[src/rtl/axi_mem_traffic_gen.sv]
// AXI4 memory traffic generator: writes a deterministic pattern over a DDR region in
// INCR bursts, reads it back, and counts mismatching beats and non-OKAY responses.
module axi_mem_traffic_gen #(
  parameter int unsigned        DATA_W     = 512,
  parameter int unsigned        ADDR_W     = 32,
  parameter int unsigned        BURST_LEN  = 8,
  parameter int unsigned        NUM_BURSTS = 16,
  parameter logic [ADDR_W-1:0]  BASE_ADDR  = ADDR_W'(32'h8000_0000)
) (
  input  logic                  clk,
  input  logic                  reset,
  input  logic                  init_calib_complete,
  input  logic                  start,
  input  logic [1:0]            pattern_mode,
  input  logic [31:0]           seed,

  output logic [ADDR_W-1:0]     m_axi_awaddr,
  output logic [7:0]            m_axi_awlen,
  output logic [2:0]            m_axi_awsize,
  output logic [1:0]            m_axi_awburst,
  output logic                  m_axi_awvalid,
  input  logic                  m_axi_awready,

  output logic [DATA_W-1:0]     m_axi_wdata,
  output logic [DATA_W/8-1:0]   m_axi_wstrb,
  output logic                  m_axi_wlast,
  output logic                  m_axi_wvalid,
  input  logic                  m_axi_wready,

  input  logic [1:0]            m_axi_bresp,
  input  logic                  m_axi_bvalid,
  output logic                  m_axi_bready,

  output logic [ADDR_W-1:0]     m_axi_araddr,
  output logic [7:0]            m_axi_arlen,
  output logic [2:0]            m_axi_arsize,
  output logic [1:0]            m_axi_arburst,
  output logic                  m_axi_arvalid,
  input  logic                  m_axi_arready,

  input  logic [DATA_W-1:0]     m_axi_rdata,
  input  logic [1:0]            m_axi_rresp,
  input  logic                  m_axi_rlast,
  input  logic                  m_axi_rvalid,
  output logic                  m_axi_rready,

  output logic                  busy,
  output logic                  done,
  output logic                  pass,
  output logic [15:0]           err_count,
  output logic [ADDR_W-1:0]     first_err_addr
);

  localparam int unsigned LANES       = DATA_W / 32;
  localparam int unsigned BEAT_BYTES  = DATA_W / 8;
  localparam int unsigned BURST_BYTES = BURST_LEN * BEAT_BYTES;
  localparam int unsigned SIZE        = $clog2(BEAT_BYTES);
  localparam logic [7:0]  LAST_BEAT   = 8'(BURST_LEN - 1);
  localparam logic [15:0] LAST_BURST  = 16'(NUM_BURSTS - 1);

  typedef enum logic [2:0] {
    IDLE, WR_ADDR, WR_DATA, WR_RESP, RD_ADDR, RD_DATA, DONE
  } state_t;

  state_t              state_q, state_d;
  logic [15:0]         burst_q, burst_d;
  logic [7:0]          beat_q, beat_d;
  logic [ADDR_W-1:0]   addr_q, addr_d;
  logic [1:0]          mode_q, mode_d;
  logic [31:0]         seed_q, seed_d;
  logic [15:0]         err_q, err_d;
  logic [ADDR_W-1:0]   ferr_q, ferr_d;
  logic                pass_q, pass_d;

  logic                accept;
  logic [ADDR_W-1:0]   beat_addr;
  logic [31:0]         beat_idx;
  logic [DATA_W-1:0]   exp_data;
  logic [1:0]          err_inc;
  logic [ADDR_W-1:0]   err_at;
  logic                data_bad, last_bad;
  logic [16:0]         err_sum;

  function automatic logic [DATA_W-1:0] gen_beat(input logic [1:0]        mode,
                                                 input logic [31:0]       sd,
                                                 input logic [31:0]       k,
                                                 input logic [ADDR_W-1:0] baddr);
    logic [DATA_W-1:0] v;
    logic [31:0]       inc;
    logic [ADDR_W-1:0] la;
    v = '0;
    for (int unsigned i = 0; i < LANES; i++) begin
      inc = sd + k * 32'(LANES) + 32'(i);
      la  = baddr + ADDR_W'(4 * i);
      case (mode)
        2'd1:    v[i*32 +: 32] = ~inc;
        2'd2:    v[i*32 +: 32] = 32'(la);
        default: v[i*32 +: 32] = inc;
      endcase
    end
    return v;
  endfunction

  // The same generator drives write data and the read-back reference; it is a
  // function of the registered burst/beat counters only, so payloads stay stable.
  assign beat_addr = addr_q + ADDR_W'(beat_q) * ADDR_W'(BEAT_BYTES);
  assign beat_idx  = 32'(burst_q) * 32'(BURST_LEN) + 32'(beat_q);
  assign exp_data  = gen_beat(mode_q, seed_q, beat_idx, beat_addr);

  assign accept = ((state_q == IDLE) || (state_q == DONE)) && init_calib_complete && start;

  assign m_axi_awvalid = (state_q == WR_ADDR);
  assign m_axi_awaddr  = m_axi_awvalid ? addr_q : '0;
  assign m_axi_awlen   = LAST_BEAT;
  assign m_axi_awsize  = 3'(SIZE);
  assign m_axi_awburst = 2'b01;

  assign m_axi_wvalid  = (state_q == WR_DATA);
  assign m_axi_wdata   = m_axi_wvalid ? exp_data : '0;
  assign m_axi_wstrb   = m_axi_wvalid ? '1 : '0;
  assign m_axi_wlast   = m_axi_wvalid && (beat_q == LAST_BEAT);

  assign m_axi_bready  = (state_q == WR_RESP);

  assign m_axi_arvalid = (state_q == RD_ADDR);
  assign m_axi_araddr  = m_axi_arvalid ? addr_q : '0;
  assign m_axi_arlen   = LAST_BEAT;
  assign m_axi_arsize  = 3'(SIZE);
  assign m_axi_arburst = 2'b01;

  assign m_axi_rready  = (state_q == RD_DATA);

  assign busy           = (state_q != IDLE) && (state_q != DONE);
  assign done           = (state_q == DONE);
  assign pass           = pass_q;
  assign err_count      = err_q;
  assign first_err_addr = ferr_q;

  always_comb begin
    state_d  = state_q;
    burst_d  = burst_q;
    beat_d   = beat_q;
    addr_d   = addr_q;
    mode_d   = mode_q;
    seed_d   = seed_q;
    err_d    = err_q;
    ferr_d   = ferr_q;
    pass_d   = pass_q;
    err_inc  = '0;
    err_at   = beat_addr;
    data_bad = 1'b0;
    last_bad = 1'b0;
    err_sum  = '0;

    case (state_q)
      IDLE, DONE: begin
        if (accept) begin
          state_d = WR_ADDR;
          burst_d = '0;
          beat_d  = '0;
          addr_d  = BASE_ADDR;
          mode_d  = pattern_mode;
          seed_d  = seed;
          err_d   = '0;
          ferr_d  = '0;
          pass_d  = 1'b0;
        end
      end
      WR_ADDR: begin
        if (m_axi_awready) begin
          state_d = WR_DATA;
          beat_d  = '0;
        end
      end
      WR_DATA: begin
        if (m_axi_wready) begin
          if (beat_q == LAST_BEAT) begin
            state_d = WR_RESP;
            beat_d  = '0;
          end else begin
            beat_d = beat_q + 8'd1;
          end
        end
      end
      WR_RESP: begin
        if (m_axi_bvalid) begin
          if (m_axi_bresp != 2'b00) begin
            err_inc = 2'd1;
            err_at  = addr_q;
          end
          if (burst_q == LAST_BURST) begin
            state_d = RD_ADDR;
            burst_d = '0;
            addr_d  = BASE_ADDR;
          end else begin
            state_d = WR_ADDR;
            burst_d = burst_q + 16'd1;
            addr_d  = addr_q + ADDR_W'(BURST_BYTES);
          end
        end
      end
      RD_ADDR: begin
        if (m_axi_arready) begin
          state_d = RD_DATA;
          beat_d  = '0;
        end
      end
      RD_DATA: begin
        if (m_axi_rvalid) begin
          // Data/resp fault and a misplaced rlast are counted separately; the
          // local beat counter, not rlast, decides where the burst ends.
          data_bad = (m_axi_rdata != exp_data) || (m_axi_rresp != 2'b00);
          last_bad = (m_axi_rlast != (beat_q == LAST_BEAT));
          err_inc  = {1'b0, data_bad} + {1'b0, last_bad};
          if (beat_q == LAST_BEAT) begin
            beat_d = '0;
            if (burst_q == LAST_BURST) begin
              state_d = DONE;
            end else begin
              state_d = RD_ADDR;
              burst_d = burst_q + 16'd1;
              addr_d  = addr_q + ADDR_W'(BURST_BYTES);
            end
          end else begin
            beat_d = beat_q + 8'd1;
          end
        end
      end
      default: state_d = IDLE;
    endcase

    if (err_inc != 2'd0) begin
      err_sum = {1'b0, err_q} + 17'(err_inc);
      err_d   = err_sum[16] ? '1 : err_sum[15:0];
      if (err_q == '0) begin
        ferr_d = err_at;
      end
    end

    if ((state_d == DONE) && (state_q != DONE)) begin
      pass_d = (err_d == '0);
    end
  end

  always_ff @(posedge clk or posedge reset) begin
    if (reset) begin
      state_q <= IDLE;
      burst_q <= '0;
      beat_q  <= '0;
      addr_q  <= '0;
      mode_q  <= '0;
      seed_q  <= '0;
      err_q   <= '0;
      ferr_q  <= '0;
      pass_q  <= 1'b0;
    end else begin
      state_q <= state_d;
      burst_q <= burst_d;
      beat_q  <= beat_d;
      addr_q  <= addr_d;
      mode_q  <= mode_d;
      seed_q  <= seed_d;
      err_q   <= err_d;
      ferr_q  <= ferr_d;
      pass_q  <= pass_d;
    end
  end

endmodule
[config.mk]
export PLATFORM = sky130hd
export DESIGN_NAME = axi_mem_traffic_gen
export DESIGN_NICKNAME = d
export VERILOG_FILES = /design/src/rtl/axi_mem_traffic_gen.sv
export SDC_FILE = /design/constraint.sdc
export NUM_CORES = 2
export LEC_CHECK = 0
export ABC_AREA = 1
export BUFFER_PORTS_ARGS = -buffer_cell sky130_fd_sc_hd__buf_2
export CAP_MARGIN = 25
export CORE_AREA = 5 5 501 503
export DETAILED_ROUTE_END_ITERATION = 8
export DIE_AREA = 0 0 506 508
export GPL_TIMING_DRIVEN = 0
export SYNTH_ARGS = -nofsm -noshare
export SYNTH_HDL_FRONTEND = slang
export SYNTH_SLANG_ARGS = --single-unit
[constraint.sdc]
create_clock -name clk -period 9.26 [get_ports clk]
set_input_delay 1.389 -clock clk [delete_from_list [all_inputs] [get_ports clk]]
set_output_delay 1.389 -clock clk [all_outputs]
set_load 0.005 [all_outputs]
## After elaboration in Yosys (flattened, before gate mapping)

Cells that the tools add are included.

| cells by class | value |
|---|---|
| bitwise operators | 16 |
| reduce and logical (&&, ||, !) cells | 23 |
| mux-type cells | 70 |
| eq/ne operators | 22 |
| add/sub/neg operators | 38 |

Operators with widths:

| cell | number |
|---|---|
| case mux 32 bit (2 select lines) | 16 |
| two-way mux 512 bit | 1 |
| inequality test 512 bit | 1 |
| NOT 32 bit | 16 |
| two-way mux 32 bit | 15 |
| adder 32 x 4 -> 32 bit (second input constant) | 10 |
| adder 32 x 6 -> 32 bit (second input constant) | 8 |
| adder 32 x 3 -> 32 bit (second input constant) | 5 |
| two-way mux 16 bit | 10 |
| adder 32 x 5 -> 32 bit (second input constant) | 4 |
| case mux 32 bit (3 select lines) | 1 |
| adder 32 x 2 -> 32 bit (second input constant) | 2 |
| two-way mux 64 bit | 1 |
| two-way mux 8 bit | 6 |
| case mux 16 bit (3 select lines) | 1 |
| case mux 8 bit (5 select lines) | 1 |
| adder 32 x 1 -> 32 bit (second input constant) | 1 |
| adder 32 x 10 -> 32 bit (second input constant) | 1 |
| adder 32 x 14 -> 32 bit | 1 |
| adder 32 x 24 -> 32 bit | 1 |
| zero test 16 bit | 2 |
| two-way mux 3 bit | 9 |
| adder 19 x 8 -> 20 bit | 1 |
| case mux 3 bit (6 select lines) | 1 |
| 27 further kinds | 54 |

| storage, ports and cells | value |
|---|---|
| bits of input ports | 560 |
| register bits after elaboration | 142 |
| output and inout bits | 723 |
| logic and storage cells | 178 |

## Longest topological paths before layout

| logic depth | value |
|---|---|
| depth in word-level cells | 15 |
| gate-level depth with buffers | 60 |

## Least setup slack after synthesis

OpenSTA, ideal clock, no wires.

| timing path | value |
|---|---|
| path type | register -> register |
| start point | register burst_q[0] |
| end point | register pass_q (netlist: pass) |
| arrival time | 7.133 ns |
| setup slack | 2.006 ns |
| library setup time | 0.121 ns |
| buffers on the path | 2 |
| stages on the path, launching flop included | 54 |
| period minus slack after synthesis | 7.254 ns |
| path through | dfrtp_1 > ha_1 > inv_1 > fa_1 > o21ai_0 > a21oi_1 > nor2_1 > nand2_1 > nor3_1 > nand2_1 > xor2_1 > ha_1 > nand2_1 > inv_1 > nand2_1 > nand2_1 > a21oi_1 > nand3_1 > [18 not listed] > nand2_1 > ha_1 > nand3_1 > nand2_1 > ha_1 > fa_1 > nand3_1 > nor3_1 > inv_1 > nor3_1 > inv_1 > nor4_1 > clkbuf_1 > o21ai_0 > o21ai_0 > nor4_1 > nand4_1 > o21ai_1 |

| on the way | value |
|---|---|
| cells in the longest elaborated chain, start to end | 15 |
| elaborated cells on any way between the ends | 72 |

Ends and longest elaborated chain:

| what | RTL line | text |
|---|---|---|
| start: declaration | 66 | `logic [15:0] burst_q, burst_d;` |
| start signal: assignment | 258 | `burst_q <= burst_d;` |
| adder 19 x 8 -> 20 bit * | 107 | `assign beat_idx = 32'(burst_q) * 32'(BURST_LEN) + 32'(beat_q);` |
| adder 32 x 24 -> 32 bit * | 93 | `inc = sd + k * 32'(LANES) + 32'(i);` |
| adder 32 x 1 -> 32 bit, or another cell as far along | 93 |  |
| NOT 32 bit | 96 | `2'd1: v[i*32 +: 32] = ~inc;` |
| case mux 32 bit (2 select lines) | 95 | `case (mode)` |
| inequality test 512 bit * | 212 | `data_bad = (m_axi_rdata != exp_data) \|\| (m_axi_rresp != 2'b00);` |
| logical OR 1 bit * | 212 |  |
| adder 1 x 1 -> 2 bit * | 214 | `err_inc = {1'b0, data_bad} + {1'b0, last_bad};` |
| two-way mux 2 bit * | 209 | `if (m_axi_rvalid) begin` |
| case mux 2 bit (2 select lines) * | 155 | `case (state_q)` |
| adder 16 x 2 -> 17 bit | 233 | `err_sum = {1'b0, err_q} + 17'(err_inc);` |
| two-way mux 16 bit | 234 | `err_d = err_sum[16] ? '1 : err_sum[15:0];` |
| two-way mux 16 bit * | 232 | `if (err_inc != 2'd0) begin` |
| via err_d[11] | 71 | `logic [15:0] err_q, err_d;` |
| zero test 16 bit * | 241 | `pass_d = (err_d == '0);` |
| two-way mux 1 bit * | 240 | `if ((state_d == DONE) && (state_q != DONE)) begin` |
| end signal: assignment | 265 | `pass_q <= pass_d;` |
| end: declaration | 73 | `logic pass_q, pass_d;` |

The timed path passes the listed nets; every way through them passes the cells marked *.
A chain may end at the register's enable or synchronous reset.

## Worst setup path after layout

| timing path | value |
|---|---|
| start point | register mode_q[1] |
| end point | register pass_q (netlist: pass) |

| on the way | value |
|---|---|
| cells in the longest elaborated chain, start to end | 12 |
| elaborated cells on any way between the ends | 29 |

Ends and longest elaborated chain:

| what | RTL line | text |
|---|---|---|
| start: declaration | 69 | `logic [1:0] mode_q, mode_d;` |
| start signal: assignment | 261 | `mode_q <= mode_d;` |
| equality test 2 bit / equality test 2 x 1 -> 1 bit (equally long branches) | 95 |  |
| case mux 32 bit (2 select lines) | 95 |  |
| inequality test 512 bit * | 212 |  |
| logical OR 1 bit * | 212 |  |
| adder 1 x 1 -> 2 bit * | 214 |  |
| two-way mux 2 bit * | 209 |  |
| case mux 2 bit (2 select lines) * | 155 |  |
| adder 16 x 2 -> 17 bit | 233 |  |
| two-way mux 16 bit | 234 |  |
| two-way mux 16 bit * | 232 |  |
| via err_d[11] | 71 |  |
| zero test 16 bit * | 241 |  |
| two-way mux 1 bit * | 240 |  |

Marked as above.

==> summary.md <==
| Metric | Value |
|---|---|
| CP delay by family, top | `buffers and inverters` |
| CTS Buffer Depth | `2` |
| Reg2reg path depth | `37` |
| IO Pins | `1283` |
| Global Route met3 Usage | `12.69%` |
| First-pass GRT wire length | `609.2 mm` |
| Root Buffer | `clkbuf_16` |
| Leading area contributor after synthesis | `nand2_1` |
| CP max-delay cell | `clkdlybuf4s15_1` |
| Final worst slack | `0.1743 ns` |
| Crit. End Element | `register` |
| FF-to-FF setup slack | `0.17 ns` |
| Hold Fails Final Rpt | `0` |
| Antenna viol nets, final | `0` |
| RePlAce Congestion | `1.088` |
| WL/cell | `38.04 um` |
| Syn Inst Count | `8069` |
| Period utilisation layout | `98.12%` |
| Largest stage delay on the critical path | `0.82 ns` |
| Cts bufs inserted | `17` |
| CTS tree | `built` |
| Die Width | `506 um` |
| DP Wirelength | `426.4 mm` |
| CTS clk-pin slew, worst paths | `0.07 ns` |
| Slew HR | `17.24%` |
| Hold path depth | `2` |
| DR DRC count | `0` |
| Clock latency on the worst-skew pair | `0.48 ns` |
| H-tree depth | `4` |
| Chip Height | `508 um` |
| Post-place setup slack | `-2.887 ns` |
| Total gr overflow | `0` |
| Setup violators final | `0` |
| Via count | `67522` |
| Max-cap violation count | `0` |
| Grt met1 use | `40.08%` |
| Avg Inst Size Synth | `4.866 um^2` |
| Routed wire length | `493.4 mm` |
| Worst hold margin | `0.5175 ns` |
| Worst IR Drop VDD | `0.0002586 V` |
| Setup Crit Path Kind | `reg2reg` |
| Area grow syn2layout | `43.00%` |
| Final cell count without fillers | `12971` |
| Die area | `0.2570 mm^2` |
| PwrDens | `552.4 mW/mm^2` |
| Status | `completed` |
| Max Clock Freq | `110.1 MHz` |
| Placed Instances | `12659` |
| Post-Synthesis Cell Area | `0.03926 mm^2` |
| All-Layer GR Usage | `35.99%` |
| Most common cell after layout, fill and taps aside | `nand2_1` |
| Vias in the first global route | `59520` |
| Largest net degree at the start of global routing | `77` |
| Cts hold-fix bufs | `0` |
| Top cells by area, synth | `nand2_1 32%, nand3_1 17%, dfrtp_1 8.5%` |
| Synth warn | `0` |
| DR pass1 iterations | `8` |
| CP Launch Type | `register` |
| CP required | `9.63 ns` |
| Worst-Margin Slew | `1.241 ns` |
| Seq cells post-synth | `133` |
| Total Power | `31010 uW` |
| Synth top area share | `31.73%` |
| Pleak | `0.02962 uW` |
| I/O Buffers | `1238` |
| Buffer and inverter count on the worst path | `12` |
| Final Slew Violations | `0` |
| Starting Density | `15.99%` |
| Commonest cells after routing, fill and taps aside | `3166 x nand2_1, 1285 x buf_2, 1276 x nand3_1` |
| FF-to-FF End | `pass` |
| Crit path DAT | `9.46 ns` |
| Final #Nets | `10222` |
| Core Box Area | `0.2455 mm^2` |
| Hold_sp | `first_err_addr[3]` |
| Tmin final | `9.086 ns` |
| Min-Delay Endpoint | `first_err_addr[3]` |
| Layout cells sized above 1 | `24.70%` |
| Grt met2 use | `56.54%` |
| R2R Path Start | `mode_q[1]` |
| GR peak layer | `met2` |
| Post-layout util | `22.87%` |
| Post-synth cell types | `54` |
| Worst Path Max Fanout | `10` |
| Hold Crit Class | `reg2reg` |
| Worst Skew | `0.01074 ns` |
| Initial antenna violation count | `311` |
| DR iter-0 viols | `9879` |
| FP Rows | `182` |
| Total clock sinks | `133` |
| DR vias/cell | `5.206` |
| Register area share after synthesis | `8.477%` |
[worst max-delay path by stage]
stage               start   end  slack (ns)  cells past startpoint
2_1_floorplan  burst_q[0]  pass        2.01                     53
3_3_place_gp   addr_q[13]  pass       -3.78                     37
3_5_place_dp    seed_q[1]  pass       -2.89                     42
4_1_cts        burst_q[2]  pass       0.006                     53
5_1_grt        burst_q[0]  pass       -0.11                     59
6_report        mode_q[1]  pass        0.17                     37
[sequential cells by signal (all words and copies together) (netlist names)]
| name | count |
|---|---|
| state_q | 3 |
| pass | 1 |
| mode_q | 2 |
| err_count | 16 |
| addr_q | 23 |
| seed_q | 32 |
| first_err_addr | 32 |
| burst_q | 16 |
| beat_q | 8 |
[power breakdown]
part / total, uW / switching (uW) / internal [uW]
clock: 700 / 306 / 394
combinational: 29400 / 22300 / 7130
sequential: 903 / 196 / 707
total: 31000 / 22800 / 8230
[cell type report]
class / instances / area [um^2]
clock buffer: 19 / 432.9
tap: 3220 / 4029
antenna: 133 / 332.8
inverter: 689 / 2633
multi-input combinational: 6818 / 33570
timing repair buffer: 1477 / 8967
clock inverter: 12 / 133.9
fill: 29361 / 189300
buffer: 470 / 2714
sequential: 133 / 3329
[worst register-to-register path: cells and delay by family (launching register included)]
kind                     cells  cell delay (ns)
buffers and inverters       12             4.35
AND/OR/NAND/NOR             18             3.04
AO/OA/AOI/OAI                3             0.31
adder cells (fa/ha/maj)      4             0.92
flip-flops                   1             0.38
[cells by family after synthesis]
logic type	synth area share, %
AO/OA/AOI/OAI	7.919
XOR/XNOR	3.681
adder cells (fa/ha/maj)	1.842
buffers and inverters	12.83
flip-flops	8.477
other	0.01913
AND/OR/NAND/NOR	65.23
[per-stage QoR]
step / area [um^2] / setup TNS (ns)
2_1_floorplan: 39420 / 0
3_3_place_gp: 49640 / -133.81
3_5_place_dp: 51200 / -92.21
4_1_cts: 53040 / 0
5_1_grt: 55960 / -0.1069
6_report: 56140 / 0
[cell usage after synthesis (all sizes together)]
master,number
nand2,3374
nand3,1308
nor2,914
inv,673
buf,299
a21oi,279
o21ai,262
nand3b,190
clkbuf,176
xor2,135
dfrtp,133
nand4,89
ha,53
nor3,52
xnor2,30
clkinv,16
nor4,14
or2,14
a21o,7
a32o,6
and2,5
o211ai,5
o31ai,5
a21boi,4
a31o,4
a211oi,3
fa,3
a221oi,2
a22oi,2
conb,2
nor3b,2
o21bai,2
o22ai,2
a2111oi,1
a31oi,1
o2111ai,1
o311ai,1
[metal layers]
| metal | vias up | part of all wire (%) |
|---|---|---|
| li1 | 28871 | - |
| met3 | 1576 | 12 |
| met2 | 5454 | 43 |
| met4 | 92 | 9.6 |
| met5 | - | 0.13 |
| met1 | 31529 | 35 |
[repair_timing]
item | CTS | global route
pin swaps | 17 | 104
setup buffers | 23 | 122
endpoints found under the setup margin | 49 | 42
gates resized for setup | 275 | 456
hold endpoints to repair | 0 | 0
gates cloned | 0 | 5
(Power assumes the default switching activity.)
